`config.mk`:
```
export PLATFORM = sky130hd
export DESIGN_NAME = keccak_absorb_ctrl
export DESIGN_NICKNAME = d
export VERILOG_FILES = /design/src/rtl/keccak_pkg.sv /design/src/rtl/keccak_absorb_ctrl_load64.sv /design/src/rtl/keccak_absorb_ctrl.sv
export SDC_FILE = /design/constraint.sdc
export NUM_CORES = 1
export LEC_CHECK = 0
export BUFFER_PORTS_ARGS = -buffer_cell sky130_fd_sc_hd__clkbuf_2
export CORE_ASPECT_RATIO = 1.4
export CORE_UTILIZATION = 40
export DETAILED_ROUTE_END_ITERATION = 8
export PLACE_DENSITY = 0.81
export RECOVER_POWER = 100
export REMOVE_ABC_BUFFERS = 1
export SYNTH_ARGS = -nofsm -noshare
export SYNTH_HDL_FRONTEND = slang
export SYNTH_SLANG_ARGS = --single-unit
```
`constraint.sdc`:
```
create_clock -name i_clk -period 2.56 [get_ports i_clk]
set_input_delay 0.512 -clock i_clk [delete_from_list [all_inputs] [get_ports i_clk]]
set_output_delay 0.512 -clock i_clk [all_outputs]
set_load 0.05 [all_outputs]
```
`src/rtl/keccak_pkg.sv`:
```
// Shared Keccak constants: FSM encodings, lane width, rate and domain-separation values.
package keccak_pkg;

    localparam int LANE_W         = 64;
    localparam int RATE_SHAKE128  = 21;
    localparam int RATE_SHAKE256  = 17;
    localparam int RATE_SHA3_512  = 9;

    localparam logic [7:0] DS_SHAKE     = 8'h1F;
    localparam logic [7:0] DS_SHA3      = 8'h06;
    localparam logic [7:0] PAD_END_BYTE = 8'h80;

    // Final pad bit sits in the top byte of the last rate lane.
    localparam logic [LANE_W-1:0] PAD_END_LANE = {PAD_END_BYTE, 56'h0};

    localparam logic [3:0] ST_IDLE       = 4'd0;
    localparam logic [3:0] ST_ABSORB     = 4'd1;
    localparam logic [3:0] ST_PERM_REQ   = 4'd2;
    localparam logic [3:0] ST_PERM_WAIT  = 4'd3;
    localparam logic [3:0] ST_PAD_DS     = 4'd4;
    localparam logic [3:0] ST_PAD_END    = 4'd5;
    localparam logic [3:0] ST_FPERM_REQ  = 4'd6;
    localparam logic [3:0] ST_FPERM_WAIT = 4'd7;
    localparam logic [3:0] ST_DONE       = 4'd8;

endpackage

```
`src/rtl/keccak_absorb_ctrl_load64.sv`:
```
// load64: memory-order word (byte0 in the MSBs) to little-endian Keccak lane.
module load64
    import keccak_pkg::*;
#(
    parameter int BW_DATA = LANE_W
) (
    input  logic [BW_DATA-1:0] i_word,
    output logic [BW_DATA-1:0] o_lane
);

    localparam int NB = BW_DATA / 8;

    for (genvar b = 0; b < NB; b++) begin : g_byte
        assign o_lane[8*b +: 8] = i_word[BW_DATA-8-8*b +: 8];
    end

endmodule

```
`src/rtl/keccak_absorb_ctrl.sv`:
```
// Keccak absorb sequencer: lane XOR-writes, per-rate permutations, pad10*1 with DS.
// Optional ABSORB_PERF_CNT_EN adds o_perm_cnt, a saturating permutation counter.
module keccak_absorb_ctrl
    import keccak_pkg::*;
#(
    parameter int         BW_DATA    = 64,
    parameter int         RATE_LANES = 21,
    parameter int         BW_IDX     = 5,
    parameter logic [7:0] DS         = 8'h1F
) (
    input  logic               i_clk,
    input  logic               i_rstn,
    input  logic               i_start,
    input  logic               i_valid,
    output logic               o_ready,
    input  logic [BW_DATA-1:0] i_data,
    input  logic               i_last,
    input  logic [3:0]         i_last_bytes,
    output logic               o_xor_en,
    output logic [BW_IDX-1:0]  o_xor_idx,
    output logic [BW_DATA-1:0] o_xor_data,
    output logic               o_perm_start,
    input  logic               i_perm_done,
    output logic               o_busy,
    output logic               o_done
`ifdef ABSORB_PERF_CNT_EN
   ,output logic [15:0]        o_perm_cnt
`endif
);

    localparam logic [BW_IDX-1:0] LAST_IDX = BW_IDX'(RATE_LANES - 1);

    logic [3:0]         state_q, state_d;
    logic [BW_IDX-1:0]  lane_cnt_q, lane_cnt_d;
    logic               pad_pend_q, pad_pend_d;
    logic               xor_en_q, xor_en_d;
    logic [BW_IDX-1:0]  xor_idx_q, xor_idx_d;
    logic [BW_DATA-1:0] xor_data_q, xor_data_d;
    logic               perm_start_q, perm_start_d;

    logic [BW_DATA-1:0] lane;
    logic [BW_DATA-1:0] keep;
    logic [BW_DATA-1:0] ds_ins;
    logic [BW_DATA-1:0] beat_data;
    logic [3:0]         n_eff;
    logic               partial;
    logic               last_lane;

    load64 #(.BW_DATA(BW_DATA)) u_load64 (
        .i_word (i_data),
        .o_lane (lane)
    );

    // Byte mask and DS insertion for the final (possibly short) beat.
    always_comb begin
        n_eff  = 4'd8;
        keep   = '0;
        ds_ins = '0;
        if (i_last && i_last_bytes < 4'd8) n_eff = i_last_bytes;
        partial   = (n_eff != 4'd8);
        last_lane = (lane_cnt_q == LAST_IDX);
        for (int k = 0; k < 8; k++) begin
            keep[8*k +: 8]   = (k < int'(n_eff))  ? 8'hFF : 8'h00;
            ds_ins[8*k +: 8] = (k == int'(n_eff)) ? DS    : 8'h00;
        end
        beat_data = lane & keep;
        if (partial) begin
            beat_data = beat_data | ds_ins;
            if (last_lane) beat_data = beat_data | PAD_END_LANE;
        end
    end

    always_comb begin
        state_d      = state_q;
        lane_cnt_d   = lane_cnt_q;
        pad_pend_d   = pad_pend_q;
        xor_en_d     = 1'b0;
        xor_idx_d    = '0;
        xor_data_d   = '0;
        perm_start_d = 1'b0;
        case (state_q)
            ST_IDLE: begin
                if (i_start) begin
                    state_d    = ST_ABSORB;
                    lane_cnt_d = '0;
                    pad_pend_d = 1'b0;
                end
            end
            ST_ABSORB: begin
                if (i_valid) begin
                    xor_en_d   = 1'b1;
                    xor_idx_d  = lane_cnt_q;
                    xor_data_d = beat_data;
                    lane_cnt_d = last_lane ? '0 : lane_cnt_q + 1'b1;
                    if (i_last) begin
                        if (partial) begin
                            state_d = last_lane ? ST_FPERM_REQ : ST_PAD_END;
                        end else if (last_lane) begin
                            // Full final beat closed the block; DS goes into a fresh block.
                            state_d    = ST_PERM_REQ;
                            pad_pend_d = 1'b1;
                        end else begin
                            state_d = ST_PAD_DS;
                        end
                    end else if (last_lane) begin
                        state_d = ST_PERM_REQ;
                    end
                end
            end
            ST_PERM_REQ: begin
                perm_start_d = 1'b1;
                state_d      = ST_PERM_WAIT;
            end
            ST_PERM_WAIT: begin
                if (i_perm_done) begin
                    state_d    = pad_pend_q ? ST_PAD_DS : ST_ABSORB;
                    pad_pend_d = 1'b0;
                end
            end
            ST_PAD_DS: begin
                xor_en_d   = 1'b1;
                xor_idx_d  = lane_cnt_q;
                xor_data_d = {{(BW_DATA-8){1'b0}}, DS};
                if (last_lane) begin
                    xor_data_d = xor_data_d | PAD_END_LANE;
                    state_d    = ST_FPERM_REQ;
                end else begin
                    state_d = ST_PAD_END;
                end
            end
            ST_PAD_END: begin
                xor_en_d   = 1'b1;
                xor_idx_d  = LAST_IDX;
                xor_data_d = PAD_END_LANE;
                state_d    = ST_FPERM_REQ;
            end
            ST_FPERM_REQ: begin
                perm_start_d = 1'b1;
                state_d      = ST_FPERM_WAIT;
            end
            ST_FPERM_WAIT: begin
                if (i_perm_done) state_d = ST_DONE;
            end
            ST_DONE: state_d = ST_IDLE;
            default: state_d = ST_IDLE;
        endcase
    end

    always_ff @(posedge i_clk or negedge i_rstn) begin
        if (!i_rstn) begin
            state_q      <= ST_IDLE;
            lane_cnt_q   <= '0;
            pad_pend_q   <= 1'b0;
            xor_en_q     <= 1'b0;
            xor_idx_q    <= '0;
            xor_data_q   <= '0;
            perm_start_q <= 1'b0;
        end else begin
            state_q      <= state_d;
            lane_cnt_q   <= lane_cnt_d;
            pad_pend_q   <= pad_pend_d;
            xor_en_q     <= xor_en_d;
            xor_idx_q    <= xor_idx_d;
            xor_data_q   <= xor_data_d;
            perm_start_q <= perm_start_d;
        end
    end

    assign o_ready      = (state_q == ST_ABSORB);
    assign o_xor_en     = xor_en_q;
    assign o_xor_idx    = xor_idx_q;
    assign o_xor_data   = xor_data_q;
    assign o_perm_start = perm_start_q;
    assign o_busy       = (state_q != ST_IDLE);
    assign o_done       = (state_q == ST_DONE);

`ifdef ABSORB_PERF_CNT_EN
    logic [15:0] perm_cnt_q, perm_cnt_d;

    always_comb begin
        perm_cnt_d = perm_cnt_q;
        if (state_q == ST_IDLE && i_start) perm_cnt_d = '0;
        else if (perm_start_q && perm_cnt_q != 16'hFFFF) perm_cnt_d = perm_cnt_q + 16'd1;
    end

    always_ff @(posedge i_clk or negedge i_rstn) begin
        if (!i_rstn) perm_cnt_q <= '0;
        else         perm_cnt_q <= perm_cnt_d;
    end

    assign o_perm_cnt = perm_cnt_q;
`endif

endmodule

```
==> results of run 1 <==
synth_stat cells (2+ instances only):
| cell type | n |
|---|---|
| clkbuf_1 | 7 |
| and2_1 | 20 |
| ha_1 | 2 |
| and3_1 | 10 |
| dfrtp_1 | 81 |
| inv_1 | 11 |
| nand2b_1 | 6 |
| a21oi_1 | 16 |
| or3_1 | 4 |
| buf_2 | 5 |
| nor2_1 | 23 |
| o21ai_0 | 16 |
| nor3_1 | 4 |
| a211oi_1 | 2 |
| nand3_1 | 9 |
| nand2_1 | 21 |
| o22ai_1 | 4 |
| a21oi_4 | 2 |
| nor3b_1 | 3 |
| buf_6 | 3 |
| nor2b_1 | 3 |
| nor2_4 | 2 |
| o21a_1 | 27 |
routing by layer:
metal | vias to the layer above | share of wire, %
li1 | 1311 | -
met1 | 1285 | 40
met2 | 117 | 50
met3 | 20 | 6.0
met4 | 0 | 3.2
met5 | - | 0
sequential cells by signal, summed over array words and instances, names as in the netlist:
| name | count |
|---|---|
| o_xor_data | 64 |
| o_perm_start | 1 |
| state_q | 4 |
| pad_pend_q | 1 |
| lane_cnt_q | 5 |
| o_xor_en | 1 |
| o_xor_idx | 5 |
stage by stage:
stage,cells,setup TNS (ns),worst slack [ns],util [%],hold WS (ns)
final,551,0,0.121,53.2,0.359
after global routing,551,0,0.0147,53.2,0.349
after CTS,551,0,0.0664,55.1,0.170
after detailed placement,536,0,0.453,52.4,0.522
after global placement,536,0,0.476,52.4,0.528
after floorplan,283,-0.0147,-0.0147,-,0.216
final timing paths:
kind,start,end,slack [ns],cells past startpoint
worst max-delay path,state_q[3],o_ready,0.12,3
worst min-delay path,i_data[63],o_xor_data[7],0.36,3
worst max register to register,state_q[1],o_xor_data[55],0.26,4
worst min register to register,lane_cnt_q[3],lane_cnt_q[3],0.54,1
max in group asynchronous,i_rstn,o_xor_data[27],0.72,2
min in group asynchronous,i_rstn,o_xor_data[19],0.37,1
report_power, final:
group	internal, mW	switching, mW
sequential	1.51	0.0989
combinational	0.405	1.38
clock	0.570	0.429
total	2.49	1.90
layout by cell type (no fill, tap or decap), types with 2 or more instances in the layout:
cell | synthesis | routed
dfrtp_1 | 81 | 81
clkbuf_2 | 0 | 75
clkbuf_1 | 7 | 74
o21a_1 | 27 | 27
nor2_1 | 23 | 25
nand2_1 | 21 | 21
a21oi_1 | 16 | 18
o21ai_0 | 16 | 17
inv_1 | 11 | 11
and2_0 | 0 | 11
and3_1 | 10 | 10
clkbuf_8 | 0 | 10
and2_1 | 20 | 9
nand3_1 | 9 | 9
nand2b_1 | 6 | 6
buf_4 | 0 | 5
or3_1 | 4 | 4
nor3_1 | 4 | 4
o22ai_1 | 4 | 4
nor2b_1 | 3 | 3
nor3b_1 | 3 | 3
a211oi_1 | 2 | 2
ha_1 | 2 | 2
bufinv_16 | 0 | 2
cell type report:
cell class	count	area share [%]
sequential	81	48.2
multi-input combinational	191	26.4
timing repair buffer	153	16.4
clock buffer	12	3.45
tap	100	2.98
clock inverter	3	1.55
inverter	11	0.983
cells by family (layout without fill, tap and decap cells):
family / count (synthesis) / count (layout) / synth area share [%]
AOI/OAI and AO/OA: 74 / 74 / 14.9
adders and majority gates: 2 / 2 / 0.758
buffers and inverters: 26 / 179 / 3.83
DFF: 81 / 81 / 61.4
muxes: 1 / 1 / 0.303
and+or+nand+nor: 114 / 114 / 18.8
critical path: stages (launching register included):
cell and delay (ns):
dfrtp_1 0.46, or4b_2 0.76, inv_1 0.10, buf_2 0.26
==> results.ini, run 1 <==
[routing]
postRouteAntennaNets = 0
wl_per_cell_um = 14.8
drtIter0Drc = 136
postRouteWirelength_um = 8130
drc = 0
avgViaCountPerCell = 4.96
dr_total_vias = 2733
drtPass1Iterations = 5

[worst_setup_path]
crit_fanout = 8
critPathArrivalTime_ns = 1.93
crit_type = reg2out
critPathLaunchType = flip-flop
worst-endpoint-required_ns = 2.05
endpoint_kind = output port

[power]
peakVddDrop_mv = 0.628
power_leakage_nw = 2.10
total_power_mw = 4.39
power_density_nw_per_um2 = 1050

[run_status]
status = finished, final reports clean

[floorplan]
die_w_um = 78.8
die_h_um = 109
start_util_pct = 41.8
row_count = 38
dieArea_um2 = 8620
coreArea_um2 = 7890
io_pins = 148

[global_routing]
grt_pass1_vias = 2718
grt-ovfl-total = 0
grt_max_degree = 46
grtUsageMet3_pct = 3.24
met2_usage_pct = 33.5
antenna_found_initial = 0
top_usage_layer = met2
grt_pass1_wl_um = 12600
grt_use_met1_pct = 22.7
grt_usage_pct = 19.5

[clocking]
htreeDepth = 3
numCtsBuffers = 9
cts_buffer_depth = 2
ctsHoldBuffers = 0
cts_tree = yes
clk_latency_ns = 0.35
cts-root-buf = clkbuf_8
cts_setup_buffers = 0
clock-sinks = 81
post_cts_resized = 0
clkTransAtPathRegs_ns = 0.07

[synthesis]
synthArstFlopShare_pct = 100
ys.warnings.count = 0
yosysTopAreaCellShare_pct = 61.4
yosysSeqAreaShare_pct = 61.4
postSynthAreaPerCell_um2 = 11.1
synthesis.area_um2 = 3300
netlist_instances = 298
synth_cell_types = 40
netlist_top_cells_area = dfrtp_1, o21a_1, and2_1, nor2_1, a21oi_1
ys_ff_latch = 81
synth_edf_count = 0
ys.flop_type = dfrtp_1
synth_area_leader_cell = dfrtp_1

[layout]
fillers = 761
design_area_um2 = 4200
layout.nets = 523
drive_gt1_share_pct = 21.3
multi_input_area_um2 = 1110
register_area_um2 = 2030
area_growth_pct = 27.3
antenna_cells = 0

[min_path]
min_path_type = in2reg

[sta]
fmax_mhz = 410
fin_worst_skew_ns = 0.00724
hold_viol = 0
worst_pin_slew_ns = 1.12
period_share_pct = 95.3
period_minus_slack_ns = 2.44
setup_viol = 0
grt_setup_unrepaired = no
relSlewSlack_pct = 25.6
drv_slew = 0

[run]
cap_violations = 0

[placement]
dp_hpwl_um = 6110
dpl_cell_area_um2 = 4140
port_buffers = 147
place.gp.congestion = 0.896

No activity file was read; power rests on OpenSTA's default activity.
==> run 2, diff against run 1 <==
--- a/config.mk
+++ b/config.mk
@@ -9,7 +9,8 @@
 export CORE_ASPECT_RATIO = 1.4
 export CORE_UTILIZATION = 40
 export DETAILED_ROUTE_END_ITERATION = 8
-export PLACE_DENSITY = 0.81
+export MAX_ROUTING_LAYER = met4
+export PLACE_DENSITY = 0.7
 export RECOVER_POWER = 100
 export REMOVE_ABC_BUFFERS = 1
 export SYNTH_ARGS = -nofsm -noshare
==> results.ini, run 2 (synthesis results as in run 1) <==
[sta]
drv_slew = 0  ; unchanged
period_share_pct = 96.2  ; was 95.3%
fmax_mhz = 406  ; was 410 MHz
fin_setup_tns_ns = 0  ; unchanged
relSlewSlack_pct = 9.14  ; was 25.6%
period_minus_slack_ns = 2.46  ; was 2.44 ns
hold_viol = 0  ; unchanged
grt_setup_unrepaired = no  ; unchanged
setup_viol = 0  ; unchanged
fin_worst_skew_ns = 0.00337  ; was 0.00724 ns
worst_slack_ns = 0.0986  ; was 0.121 ns
worst_pin_slew_ns = 1.36  ; was 1.12 ns

[routing]
dr_total_vias = 2705  ; was 2733
postRouteAntennaNets = 0  ; unchanged
postRouteWirelength_um = 8230  ; was 8130 um
wl_per_cell_um = 14.9  ; was 14.8 um
avgViaCountPerCell = 4.90  ; was 4.96
drtPass1Iterations = 4  ; was 5
drc = 0  ; unchanged
drtIter0Drc = 118  ; was 136

[floorplan]
dieArea_um2 = 8620  ; unchanged
coreArea_um2 = 7890  ; unchanged
die_w_um = 78.8  ; unchanged
start_util_pct = 41.8  ; unchanged
row_count = 38  ; unchanged
io_pins = 148  ; unchanged
die_h_um = 109  ; unchanged

[clocking]
clock-sinks = 81  ; unchanged
numCtsBuffers = 9  ; unchanged
clk_latency_ns = 0.34  ; was 0.35 ns
ctsHoldBuffers = 0  ; unchanged
htreeDepth = 3  ; unchanged
cts_setup_buffers = 0  ; unchanged
post_cts_resized = 0  ; unchanged
cts-root-buf = clkbuf_8  ; unchanged
cts_tree = yes  ; unchanged
clkTransAtPathRegs_ns = 0.07  ; about the same
cts_buffer_depth = 2  ; unchanged

[worst_setup_path]
slowest_stage = or4b_2  ; unchanged
critPathArrivalTime_ns = 1.95  ; was 1.93 ns
worst-endpoint-required_ns = 2.05  ; about the same
critPathLaunchType = flip-flop  ; unchanged
slowest_delay_ns = 0.77  ; was 0.76 ns
startpoint = state_q[3]  ; unchanged
reg2reg_from = state_q[0]  ; was state_q[1]
crit_chain = or4b_2 -> inv_1 -> clkbuf_2  ; was or4b_2 -> inv_1 -> buf_2
crit_type = reg2out  ; unchanged
crit_fanout = 8  ; unchanged
endpoint_kind = output port  ; unchanged

[min_path]
min_path_type = in2reg  ; unchanged
hold_start = i_data[63]  ; unchanged

[power]
power_leakage_nw = 2.12  ; was 2.10 nW
peakVddDrop_mv = 0.454  ; was 0.628 mV
seq_power_share_pct = 36.1  ; was 36.7%
pwr-share-clk_pct = 23.4  ; was 22.7%
power_density_nw_per_um2 = 1050  ; about the same
p_int_mw = 2.56  ; was 2.49 mW
combinationalPowerShare_pct = 40.5  ; about the same
p_switching_mw = 1.90  ; about the same
swShare_pct = 42.7  ; was 43.3%

[global_routing]
grt_pass1_wl_um = 12800  ; was 12600 um
grt_usage_pct = 20.3  ; was 19.5%
grt_pass1_vias = 2699  ; was 2718
grt-ovfl-total = 0  ; unchanged
grt_max_degree = 55  ; was 46
antenna_found_initial = 0  ; unchanged

[layout]
layout.nets = 524  ; was 523
drive_gt1_share_pct = 22.6  ; was 21.3%
final_common_cell = dfrtp_1  ; unchanged
largest_reg_flops = 64  ; unchanged
layout_common_cells = dfrtp_1, clkbuf_2, clkbuf_1  ; unchanged
fin_cells = 552  ; was 551
design_area_um2 = 4250  ; was 4200 um2
fillers = 767  ; was 761
area_growth_pct = 28.8  ; was 27.3%
antenna_cells = 0  ; unchanged

[placement]
dpl_cell_area_um2 = 4140  ; about the same
dp_cells = 537  ; was 536
port_buffers = 147  ; unchanged
place.gp.congestion = 0.861  ; was 0.896
post-place-ws_ns = 0.452  ; was 0.453 ns
dp_hpwl_um = 6170  ; was 6110 um

[run_status]
status = finished, final reports clean  ; unchanged

[run]
cap_violations = 0  ; unchanged

==> run 2: worst max-delay path, delay by kind of cell (launching register included) <==
kind / cells / cell delay, ns
simple gates: 1 / 0.77
flops: 1 / 0.46
buf+inv: 2 / 0.38
==> run 2: final cells by class <==
class                           count  area (um2)  share of cell area (%)
Sequential cell                    81        2030                    47.7
Timing Repair Buffer              154         693                    16.3
Clock inverter                      2        60.1                    1.41
Multi-Input combinational cell    191        1140                    26.7
Inverter                           11        41.3                   0.971
Clock buffer                       13         169                    3.97
Tap cell                          100         125                    2.94
==> run 2: worst paths after layout <==
kind	end	slack (ns)	depth (start not counted)
max	o_ready	0.1	3
min	o_xor_data[7]	0.36	3
max reg2reg	o_xor_data[47]	0.19	5
min reg2reg	lane_cnt_q[3]	0.56	1
max in group asynchronous	o_xor_en	0.71	2
min in group asynchronous	o_xor_data[56]	0.47	1
==> run 2: per-stage QoR <==
| stage | util [%] | hold slack [ns] | power [mW] |
|---|---|---|---|
| floorplan | - | 0.216 | 2.99 |
| CTS | 55.4 | 0.230 | 4.59 |
| global route | 53.9 | 0.351 | 4.69 |
| global placement | 52.5 | 0.539 | 3.52 |
| detailed placement | 52.5 | 0.552 | 3.53 |
| finish | 53.9 | 0.358 | 4.46 |
==> run 2: power groups by stage <==
stage	sequential, mW	clock (mW)	combinational [mW]
after CTS	1.61	1.08	1.89
final	1.61	1.04	1.80
after global placement	1.64	0	1.88
after global routing	1.64	1.12	1.93
after floorplan	2.39	0	0.599
after detailed placement	1.64	0	1.89
==> run 2: layer usage <==
| metal | share of wire, % | track usage (%) | vias to the layer above |
|---|---|---|---|
| met1 | 39 | 22.8 | 1281 |
| met4 | 1.7 | 10.1 | 0 |
| met3 | 6.0 | 4.23 | 11 |
| met2 | 53 | 34.2 | 94 |
| li1 | - | - | 1319 |
| met5 | 0 | - | - |
